--- config.mk ---
export PLATFORM = sky130hd
export DESIGN_NAME = noc_input_buffer
export DESIGN_NICKNAME = d
export VERILOG_FILES = /design/src/rtl/noc_input_buffer.sv
export SDC_FILE = /design/constraint.sdc
export NUM_CORES = 1
export LEC_CHECK = 0
export ABC_AREA = 1
export ABC_CLOCK_PERIOD_IN_PS = 2800
export CAP_MARGIN = 5
export CORE_ASPECT_RATIO = 0.8
export CORE_MARGIN = 2
export CORE_UTILIZATION = 56
export CTS_BUF_LIST = sky130_fd_sc_hd__clkbuf_4 sky130_fd_sc_hd__clkbuf_8
export CTS_CLUSTER_DIAMETER = 40
export DETAILED_ROUTE_END_ITERATION = 8
export PLACE_DENSITY_LB_ADDON = 0.08
export SKIP_CTS_REPAIR_TIMING = 1
export SYNTH_ARGS = -nofsm -noshare
export SYNTH_HDL_FRONTEND = slang
export SYNTH_SLANG_ARGS = --single-unit
--- constraint.sdc ---
create_clock -name clk -period 2.8 [get_ports clk]
set_input_delay 0.56 -clock clk [delete_from_list [all_inputs] [get_ports clk]]
set_output_delay 0.56 -clock clk [all_outputs]
set_load 0.1 [all_outputs]
--- src/rtl/noc_input_buffer.sv ---
// rtl/noc_input_buffer.sv - per-port first-word fall-through flit FIFO with credit return
// Optional INBUF_HWM_EN adds hwm_o, the high-water mark of the occupancy since reset.
module noc_input_buffer #(
    parameter int DATA_W = 32,
    parameter int ADDR_W = 8,
    parameter int DEPTH  = 4
) (
    input  logic                       clk,
    input  logic                       reset,
    input  logic [DATA_W-1:0]          data_i,
    input  logic                       valid_i,
    output logic                       credit_o,
    output logic [ADDR_W-1:0]          arb_address_o,
    output logic                       arb_empty_o,
    input  logic                       arb_read_i,
    output logic [DATA_W-1:0]          data_o,
    output logic                       full_o,
`ifdef INBUF_HWM_EN
    output logic [$clog2(DEPTH):0]     hwm_o,
`endif
    output logic                       overflow_o
);

    localparam int PTR_W = $clog2(DEPTH);
    localparam int CNT_W = PTR_W + 1;
    localparam logic [CNT_W-1:0] FULL_CNT = CNT_W'(DEPTH);

    logic [DATA_W-1:0] mem [DEPTH];
    logic [PTR_W-1:0]  wr_ptr;
    logic [PTR_W-1:0]  rd_ptr;
    logic [CNT_W-1:0]  count;
    logic [CNT_W-1:0]  count_next;
    logic              pop;
    logic              push;

    // A full FIFO still accepts a flit when the head leaves in the same cycle.
    assign pop  = arb_read_i && (count != '0);
    assign push = valid_i && ((count < FULL_CNT) || pop);

    always_comb begin
        count_next = count;
        if (push && !pop) begin
            count_next = count + 1'b1;
        end else if (pop && !push) begin
            count_next = count - 1'b1;
        end
    end

    always_ff @(posedge clk) begin
        if (push) begin
            mem[wr_ptr] <= data_i;
        end
    end

    always_ff @(posedge clk) begin
        if (reset) begin
            wr_ptr     <= '0;
            rd_ptr     <= '0;
            count      <= '0;
            credit_o   <= 1'b0;
            overflow_o <= 1'b0;
        end else begin
            if (push) begin
                wr_ptr <= wr_ptr + 1'b1;
            end
            if (pop) begin
                rd_ptr <= rd_ptr + 1'b1;
            end
            count    <= count_next;
            credit_o <= pop;
            if (valid_i && !push) begin
                overflow_o <= 1'b1;
            end
        end
    end

`ifdef INBUF_HWM_EN
    always_ff @(posedge clk) begin
        if (reset) begin
            hwm_o <= '0;
        end else if (count_next > hwm_o) begin
            hwm_o <= count_next;
        end
    end
`endif

    assign arb_empty_o   = (count == '0);
    assign full_o        = (count == FULL_CNT);
    assign data_o        = arb_empty_o ? '0 : mem[rd_ptr];
    assign arb_address_o = data_o[ADDR_W-1:0];

endmodule

==> results of run 1 <==
==> synth_stat cells (3+ instances only) <==
| master | instances | area, µm² |
|---|---|---|
| nor2_1 | 142 | 533 |
| edfxtp_1 | 128 | 3840 |
| o21ai_1 | 39 | 195 |
| a21oi_1 | 36 | 180 |
| o21ai_0 | 30 | 150 |
| inv_1 | 16 | 60.1 |
| dfxtp_1 | 11 | 220 |
| nand2_1 | 11 | 41.3 |
| buf_2 | 8 | 40.0 |
| buf_4 | 8 | 60.1 |
| clkbuf_1 | 8 | 30.0 |
| buf_6 | 7 | 78.8 |
| ha_1 | 5 | 62.6 |
| nand3_1 | 3 | 15.0 |
==> kinds of logic after synthesis <==
kind of cell / count (synthesis) / share of synthesized area (%)
AOI/OAI and AO/OA: 106 / 9.60
and+or+nand+nor: 158 / 10.8
DFF: 139 / 73.2
adders and majority gates: 6 / 1.49
buffers and inverters: 48 / 4.91
==> path summary, 6_finish.rpt <==
kind                    from               end  depth (start not counted)
hold reg to reg   overflow_o        overflow_o                          1
setup / recovery    count[0]  arb_address_o[6]                          6
hold / removal    overflow_o        overflow_o                          1
setup reg to reg    count[0]          count[2]                         12
==> worst max-delay path, cell delays in order, from the launching register on <==
cell and delay, ns:
dfxtp_1 0.43, nor2_1 0.07, nand2_1 0.14, clkinv_1 0.11
buf_4 0.26, a21oi_1 0.40, buf_12 0.23
==> state kept, by name, indices dropped and copies added (netlist names), named ones only <==
signal      count
count           3
credit_o        1
mem           128
overflow_o      1
rd_ptr          2
wr_ptr          2
==> through the flow <==
step           area, µm²  hold WS, ns  setup TNS, ns  util, %
2_1_floorplan       5630        0.460          -4.33        -
3_3_place_gp        6990        0.452              0     72.5
3_5_place_dp        6990        0.456              0     72.5
4_1_cts             7440        0.474              0     77.1
5_1_grt             7460        0.520              0     77.3
6_report            7460        0.470              0     77.3
==> final cells by class <==
| cell class | count | area, µm² | area share, % |
|---|---|---|---|
| clock buffers | 18 | 241 | 3.24 |
| clock inverters | 14 | 201 | 2.70 |
| inverters | 17 | 66.3 | 0.889 |
| multi-input cells | 270 | 1350 | 18.0 |
| flip-flops and latches | 139 | 4070 | 54.5 |
| well taps | 136 | 170 | 2.28 |
| repair buffers | 94 | 1370 | 18.4 |
==> placed cells by master (no fill, tap or decap), drive strengths merged <==
| cell | n |
|---|---|
| clkinvlp | 4 |
| clkinv | 6 |
| nor2 | 142 |
| bufinv | 5 |
| nor3b | 1 |
| clkbuf | 18 |
| dfxtp | 11 |
| ha | 5 |
| clkdlybuf4s50 | 35 |
| nand3 | 3 |
| o21a | 1 |
| o21ai | 69 |
| fa | 1 |
| edfxtp | 128 |
| buf | 59 |
| inv | 16 |
| nand2 | 11 |
| a21oi | 36 |
| nor3 | 1 |
==> layer usage <==
metal	part of all wire, %	GRT usage (%)
met1	44	31.0
met2	49	35.6
met3	6.7	5.31
met4	1.1	10.5
met5	0	0
==> out/results.ini, run 1 <==
[sta]
fmax_mhz=375
fin_ws_ns=0.136
fin_crit_ns=2.66
slew_violations=0
min_period_over_period_pct=95.2
rsz0062_at_grt=no
worst_pin_slew_ns=0.440
slew_headroom_pct=70.8
finalClockSkew_ns=0.00810
setup_viol=0
finalHoldViolCount=0

[synth]
synth.distinct_cells=19
synth_area_per_cell_um2=12.2
synth_nets=499
synth-edff-count=128
yosys_register_bits=139
async_flop_share_pct=0
synth_seq_area_share_pct=73.2
synthCells=457
synth_area_um2=5550
ys_warn_count=0
synthFlopType=edfxtp_1

[floorplan]
dieArea_um2=10700
core_area_um2=9650
fp-row-count=32
ios=80
start_util_pct=57.6
die_x_um=115
die_h_um=93.1

[route]
viasPerCell=5.29
wire_per_inst_um=16.3
totalWireLength_um=11200
final_antenna_net_count=0
drt-initial-drc-count=315
drc=0
drt_first_pass_iters=5
vias=3640

[cts]
cts_root_buf=clkbuf_8
clkSinkCount=139
cts_buffers=17
h-tree-depth=4
cts_tree=done
cts_buffer_depth=2
worstSkewPairLatency_ns=0.43
path_clk_slew_ns=0.07

[global_routing]
grt_max_degree=65
grt_pass1_vias=3733
grt_pass1_wl_um=18300
overflow=0
grt_use_total_pct=22.9
antenna_found_initial=0

[final_layout]
nets=581
drive_above_1_share_pct=21.7
syn_to_final_growth_pct=34.3
antennaDiodeCount=0
final_cells=688
fillers=588

[critical_path]
start_kind=flip-flop
path_max_fanout=21
end_kind=primary output
critPathKind=reg2out
cp.required_ns=2.24
crit_arrival_ns=2.10
r2r_slack_ns=0.92

[flow_run]
maxCapViolCount=0

[place]
pre_cts_slack_ns=0.399
placed_cells=656
hpwlAfterDp_um=6900
port_buffers=79
place.gp.congestion=0.806

[hold_path]
min_path_type=reg2reg

[status]
outcome=complete, no violations

Power of run 1 is left out: the tool's default activity adds up to more than one toggle a clock period on the data nets, which glitch-free logic cannot reach.
==> run 2: changes to the inputs <==
Settings changed: CAP_MARGIN 5 to unset.
==> results of run 2 <==
Same layout as run 1: the final DEF is identical, and so are final timing and power.
Power of run 2 is left out for the same reason.
